**config.mk**
```make
export PLATFORM = sky130hd
export DESIGN_NAME = rf_writeback_buffer
export DESIGN_NICKNAME = d
export VERILOG_FILES = /design/src/rtl/rf_writeback_buffer.sv
export SDC_FILE = /design/constraint.sdc
export NUM_CORES = 1
export LEC_CHECK = 0
export ABC_AREA = 1
export CAP_MARGIN = 10
export CORE_ASPECT_RATIO = 2
export CORE_MARGIN = 2
export CORE_UTILIZATION = 27
export CTS_CLUSTER_SIZE = 28
export DETAILED_ROUTE_END_ITERATION = 7
export GPL_ROUTABILITY_DRIVEN = 0
export PLACE_DENSITY = 0.47
export RECOVER_POWER = 50
export SYNTH_ARGS = -nofsm -noshare
export SYNTH_HDL_FRONTEND = slang
export SYNTH_SLANG_ARGS = --single-unit
```
**constraint.sdc**
```tcl
create_clock -name clk -period 3.78 [get_ports clk]
set_input_delay 0.756 -clock clk [delete_from_list [all_inputs] [get_ports clk]]
set_output_delay 0.756 -clock clk [all_outputs]
set_load 0.02 [all_outputs]
```
**src/rtl/rf_writeback_buffer.sv**
```systemverilog
`default_nettype none
// ============================================================================
//  Module      : rf_writeback_buffer
//  Description : In-order queue of pending (register id, data) results that
//                feeds the single write port of the 16x16 register file, with
//                two combinational lookup ports that forward queued values
//                not yet written to the RF.
//  Ports       : clk                          rising-edge clock
//                rst                          asynchronous reset, active-low
//                in_valid/in_ready            producer push handshake
//                in_reg/in_data               pushed register id / data
//                drain_en                     RF write port free this cycle
//                WriteReg/DstReg/DstData      RF write enable / id / data
//                LkReg1/LkHit1/LkData1        lookup port 1
//                LkReg2/LkHit2/LkData2        lookup port 2
//                count                        occupancy, 0..DEPTH
//  Revision    : 1.0  initial release
// ============================================================================
module rf_writeback_buffer #(
  parameter int DEPTH = 4,
  parameter int DW    = 16,
  parameter int AW    = 4
) (
  input  logic                     clk,
  input  logic                     rst,
  input  logic                     in_valid,
  output logic                     in_ready,
  input  logic [AW-1:0]            in_reg,
  input  logic [DW-1:0]            in_data,
  input  logic                     drain_en,
  output logic                     WriteReg,
  output logic [AW-1:0]            DstReg,
  output logic [DW-1:0]            DstData,
  input  logic [AW-1:0]            LkReg1,
  output logic                     LkHit1,
  output logic [DW-1:0]            LkData1,
  input  logic [AW-1:0]            LkReg2,
  output logic                     LkHit2,
  output logic [DW-1:0]            LkData2,
  output logic [$clog2(DEPTH):0]   count
);

  localparam int PW = $clog2(DEPTH);
  localparam int CW = PW + 1;
  localparam logic [CW-1:0] c_DEPTH = CW'(DEPTH);
  localparam logic [CW-1:0] c_ONE   = CW'(1);

  logic [PW-1:0] r_head;
  logic [PW-1:0] r_tail;
  logic [CW-1:0] r_count;
  logic [DEPTH-1:0] r_vld;
  logic [AW-1:0] r_reg  [DEPTH];
  logic [DW-1:0] r_data [DEPTH];

  logic w_nonempty;
  logic w_push;
  logic w_pop;
  logic [PW-1:0] w_idx;

  assign w_nonempty = (r_count != '0);
  assign WriteReg   = w_nonempty & drain_en;
  assign w_pop      = WriteReg;
  // When full, a retiring head frees a slot in the same cycle, so a push is
  // still accepted while drain_en is high.
  assign in_ready   = (r_count < c_DEPTH) | drain_en;
  assign w_push     = in_valid & in_ready;
  assign DstReg     = w_nonempty ? r_reg[r_head]  : '0;
  assign DstData    = w_nonempty ? r_data[r_head] : '0;
  assign count      = r_count;

  // Walk the queue from oldest to youngest so a later match overrides an
  // earlier one; the youngest entry for a register therefore wins. The
  // current cycle's push is not yet stored and so is never searched.
  always_comb begin
    LkHit1  = 1'b0;
    LkData1 = '0;
    LkHit2  = 1'b0;
    LkData2 = '0;
    w_idx   = '0;
    for (int k = 0; k < DEPTH; k++) begin
      w_idx = r_head + k[PW-1:0];
      if (r_vld[w_idx] && (r_reg[w_idx] == LkReg1)) begin
        LkHit1  = 1'b1;
        LkData1 = r_data[w_idx];
      end
      if (r_vld[w_idx] && (r_reg[w_idx] == LkReg2)) begin
        LkHit2  = 1'b1;
        LkData2 = r_data[w_idx];
      end
    end
  end

  always_ff @(posedge clk or negedge rst) begin
    if (!rst) begin
      r_head  <= '0;
      r_tail  <= '0;
      r_count <= '0;
      r_vld   <= '0;
      for (int i = 0; i < DEPTH; i++) begin
        r_reg[i]  <= '0;
        r_data[i] <= '0;
      end
    end else begin
      // Retire first, then store: when full, head == tail and the new entry
      // must leave its valid bit set in the slot just vacated.
      if (w_pop) begin
        r_vld[r_head] <= 1'b0;
        r_head        <= r_head + 1'b1;
      end
      if (w_push) begin
        r_vld[r_tail]  <= 1'b1;
        r_reg[r_tail]  <= in_reg;
        r_data[r_tail] <= in_data;
        r_tail         <= r_tail + 1'b1;
      end
      case ({w_push, w_pop})
        2'b10:   r_count <= r_count + c_ONE;
        2'b01:   r_count <= r_count - c_ONE;
        default: r_count <= r_count;
      endcase
    end
  end

endmodule
`default_nettype wire

```
==> out/summary.json <==
{
  "insertion_delay": {"value": 350, "unit": "ps"},
  "holdPathEnd": {"value": "r_vld[0]"},
  "fin_cells": {"value": 1592},
  "outcome": {"value": "complete, but fails checks"},
  "endpoint_kind": {"value": "primary output"},
  "largest_register_ff_count": {"value": 64},
  "layout.cells.most_common_list": {"value": "sky130_fd_sc_hd__nand2_1, sky130_fd_sc_hd__o21ai_0, sky130_fd_sc_hd__nor2_1, sky130_fd_sc_hd__inv_1, sky130_fd_sc_hd__dfrtp_1"},
  "path_buf_inv": {"value": 4},
  "r2r-end": {"value": "r_data[29]"},
  "synth_cells": {"value": 1162},
  "area_of_the_multi_input_gates": {"value": 4430, "unit": "µm²"},
  "worstHoldPathCells": {"value": 2},
  "internal-power": {"value": 4.55, "unit": "mW"},
  "dieArea": {"value": 29000, "unit": "µm²"},
  "detail_route.vias_per_cell": {"value": 4.60},
  "die_span_y": {"value": 239, "unit": "µm"},
  "cts.htree.levels": {"value": 3},
  "postSynthNetCount": {"value": 1204},
  "skew": {"value": 9.74, "unit": "ps"},
  "synth.ff_latch_count": {"value": 91},
  "timing.critical_path.slowest_stage_cell": {"value": "sky130_fd_sc_hd__dfrtp_4"},
  "route.final.wire_length": {"value": 21600, "unit": "µm"},
  "num_antenna_cells": {"value": 0},
  "fin_crit_sh": {"value": 93.7, "unit": "%"},
  "fin_crit": {"value": 3540, "unit": "ps"},
  "setup_ws": {"value": 240, "unit": "ps"},
  "initial_core_utilization": {"value": 27.3, "unit": "%"},
  "worst-path-max-fanout": {"value": 11},
  "hp-start": {"value": "r_vld[0]"},
  "vdd_ir_drop_max": {"value": 0.444, "unit": "mV"},
  "cts-root-to-sink-buffers": {"value": 2},
  "p_sw_share": {"value": 53.3, "unit": "%"},
  "crit_arrival": {"value": 2780, "unit": "ps"},
  "hold_path.class": {"value": "register to register"},
  "combinationalPowerShare": {"value": 72.4, "unit": "%"},
  "dp_hpwl": {"value": 16500, "unit": "µm"},
  "ys_types": {"value": 33},
  "cts_made_buffers": {"value": 9},
  "power.density_cell_area": {"value": 1060, "unit": "nW/µm²"},
  "coreArea": {"value": 27300, "unit": "µm²"},
  "sequential_cell_area": {"value": 2280, "unit": "µm²"},
  "drive_above_1_share": {"value": 7.10, "unit": "%"},
  "yosys_warnings": {"value": 0},
  "power.static_leakage": {"value": 5.36, "unit": "nW"},
  "dominantRegCellSynth": {"value": "sky130_fd_sc_hd__dfrtp_1"},
  "layout.core_utilization": {"value": 33.5, "unit": "%"},
  "cts.root.buffer_cell": {"value": "sky130_fd_sc_hd__clkbuf_16"},
  "rr_startpoint": {"value": "count[2]"},
  "timing.max_slew.rel_slack": {"value": -31.3, "unit": "%"},
  "finalHoldViolations": {"value": 0},
  "drt_first_pass_iters": {"value": 6},
  "worstRegToRegCells": {"value": 6},
  "finalSetupViolCount": {"value": 0},
  "dieWidth": {"value": 122, "unit": "µm"},
  "report.power.total": {"value": 9.73, "unit": "mW"},
  "synth_area_per_cell": {"value": 6.42, "unit": "µm²"},
  "drc_errors": {"value": 0},
  "port_buffers": {"value": 90},
  "routed_wire_length_per_instance": {"value": 13.6, "unit": "µm"},
  "cts_sinks": {"value": 91},
  "path_cells": {"value": "inv_6 -> ha_1 -> buf_4 -> nand3_1 -> nand2_1 -> xor2_1 -> nor2_2 -> nand3b_4 -> buf_4 -> nand2_1 -> nand2_1 -> nand2_1 -> nand2_1 -> dlymetal6s2s_1"},
  "first_global_vias": {"value": 6766},
  "max_cap_violations": {"value": 3},
  "yosysSeqAreaShare": {"value": 30.5, "unit": "%"},
  "num_io_pins": {"value": 91},
  "sequential_cell_fraction_of_total_power": {"value": 18.9, "unit": "%"},
  "postCtsHoldBufs": {"value": 0},
  "grt_setup_unrepaired": {"value": "false"},
  "grt_pass1_wl": {"value": 35300, "unit": "µm"},
  "fin_nets": {"value": 1277},
  "drt_iter0_markers": {"value": 627},
  "crit_required": {"value": 3020, "unit": "ps"},
  "cts_setup_buffers": {"value": 0},
  "synth_area": {"value": 7460, "unit": "µm²"},
  "fillerInstances": {"value": 3021},
  "crit_path_max_delay_family": {"value": "simple AND/OR/NAND/NOR gates"},
  "route.vias.total": {"value": 7325},
  "worst-setup-path-type": {"value": "register to primary output"},
  "placed_cells": {"value": 1575},
  "post-place-ws": {"value": 12.4, "unit": "ps"},
  "grt_antenna_before_repair": {"value": 0},
  "global_route.usage.total": {"value": 14.9, "unit": "%"},
  "crit_top_cell": {"value": "sky130_fd_sc_hd__nand2_1"},
  "violated_checks": {"value": "capacitance limit, slew limit"},
  "ys_async_sr_fraction": {"value": 100, "unit": "%"},
  "grt_overflow": {"value": 0},
  "fp-row-count": {"value": 86},
  "final_common_cell": {"value": "sky130_fd_sc_hd__nand2_1"},
  "clk_pin_slew_worst_paths": {"value": 60, "unit": "ps"},
  "area_growth_from_synthesis_to_final_layout": {"value": 22.9, "unit": "%"},
  "synth-edff-count": {"value": 0},
  "worst_setup_path_start_kind": {"value": "register"},
  "grt_start_max_net_pins": {"value": 79},
  "reg2reg_slack": {"value": 1240, "unit": "ps"},
  "critical-path-max-stage-delay": {"value": 440, "unit": "ps"},
  "power.net_switching": {"value": 5.19, "unit": "mW"},
  "pwr-share-clk": {"value": 8.7, "unit": "%"},
  "postRouteAntennaNets": {"value": 0},
  "worst_slew_pin_slew": {"value": 1970, "unit": "ps"},
  "drv_slew": {"value": 163},
  "cts_tree": {"value": "yes"},
  "max_freq": {"value": 282, "unit": "MHz"}
}
logic make-up after synthesis:
logic type,Yosys count,share of synthesized area [%]
AOI/OAI and AO/OA,163,11.1
muxes,62,8.32
adders and majority gates,10,1.78
and+or+nand+nor,666,37.1
DFF,91,30.5
xor gates and xnor gates,8,1.04
buffers and inverters,162,10.1
timing repair:
| item | CTS | global route |
|---|---|---|
| resized for setup | 0 | 39 |
| setup endpoints to repair | 34 | 41 |
| cloned | 0 | 1 |
cell usage after synthesis, types with 3 or more instances:
library cell	number	area share, %
sky130_fd_sc_hd__buf_1	9	0.45
sky130_fd_sc_hd__buf_2	12	0.81
sky130_fd_sc_hd__buf_4	14	1.4
sky130_fd_sc_hd__buf_6	7	1.1
sky130_fd_sc_hd__clkbuf_1	23	1.2
sky130_fd_sc_hd__dfrtp_1	91	31
sky130_fd_sc_hd__ha_1	9	1.5
sky130_fd_sc_hd__inv_1	90	4.5
sky130_fd_sc_hd__inv_2	4	0.20
sky130_fd_sc_hd__mux2i_1	62	8.3
sky130_fd_sc_hd__nand2_1	424	21
sky130_fd_sc_hd__nand2_2	5	0.42
sky130_fd_sc_hd__nand3_1	82	5.5
sky130_fd_sc_hd__nand3_2	10	1.3
sky130_fd_sc_hd__nor2_1	133	6.7
sky130_fd_sc_hd__nor2_2	3	0.25
sky130_fd_sc_hd__o21ai_0	154	10
sky130_fd_sc_hd__o21ai_1	5	0.34
sky130_fd_sc_hd__o21ai_2	3	0.35
sky130_fd_sc_hd__xor2_1	5	0.59
worst reg2reg max path: stages (launching register included):
cell and delay (ps):
sky130_fd_sc_hd__dfrtp_1 420, sky130_fd_sc_hd__nand2_1 90, sky130_fd_sc_hd__nand2_1 130, sky130_fd_sc_hd__inv_1 110
sky130_fd_sc_hd__nand2_1 70, sky130_fd_sc_hd__clkbuf_1 1270, sky130_fd_sc_hd__o21ai_0 240
layout make-up:
cell class                 instances  share of cell area (%)
multi-input combinational        909                    48.4
tap                              352                    4.81
sequential                        91                    24.9
clock inverter                     5                   0.382
inverter                          96                    4.08
timing repair buffer             128                    14.8
clock buffer                      11                    2.65
power groups by stage:
stage          clock network [mW]  registers (mW)  logic (mW)
6_report                    0.844            1.84        7.05
5_1_grt                     0.911            1.90        7.97
4_1_cts                     0.871            1.84        7.08
3_5_place_dp                    0            1.85        7.06
3_3_place_gp                    0            1.84        6.97
2_1_floorplan                   0            1.73        4.88
layer usage:
layer / track usage [%] / wire [µm] / vias to the layer above
met4: 4.21 / 295 / 0
met3: 1.41 / 789 / 17
met5: 0 / 0 / -
met2: 21.9 / 9180 / 176
li1: - / - / 3835
met1: 23.1 / 11300 / 3297
metrics by stage:
stage	hold slack (ps)	cell area (µm²)	setup TNS [ps]
after floorplan	441	7460	0
after global placement	459	8770	0
after detailed placement	464	8770	0
after CTS	477	9050	-2630
after global routing	510	9160	0
final	471	9160	0
how the worst max path moves through the flow:
| stage | slack (ps) | depth (start not counted) | end | startpoint |
|---|---|---|---|---|
| 2_1_floorplan | 270 | 15 | LkData2[10] | r_head[1] |
| 6_report | 240 | 14 | LkData1[12] | r_head[0] |
| 3_5_place_dp | 10 | 10 | LkData1[12] | LkReg1[1] |
| 5_1_grt | 30 | 14 | LkData1[13] | r_head[0] |
| 4_1_cts | -130 | 14 | LkData1[3] | r_head[0] |
| 3_3_place_gp | 30 | 10 | LkData1[6] | LkReg1[1] |
No activity file was read; power rests on OpenSTA's default activity.
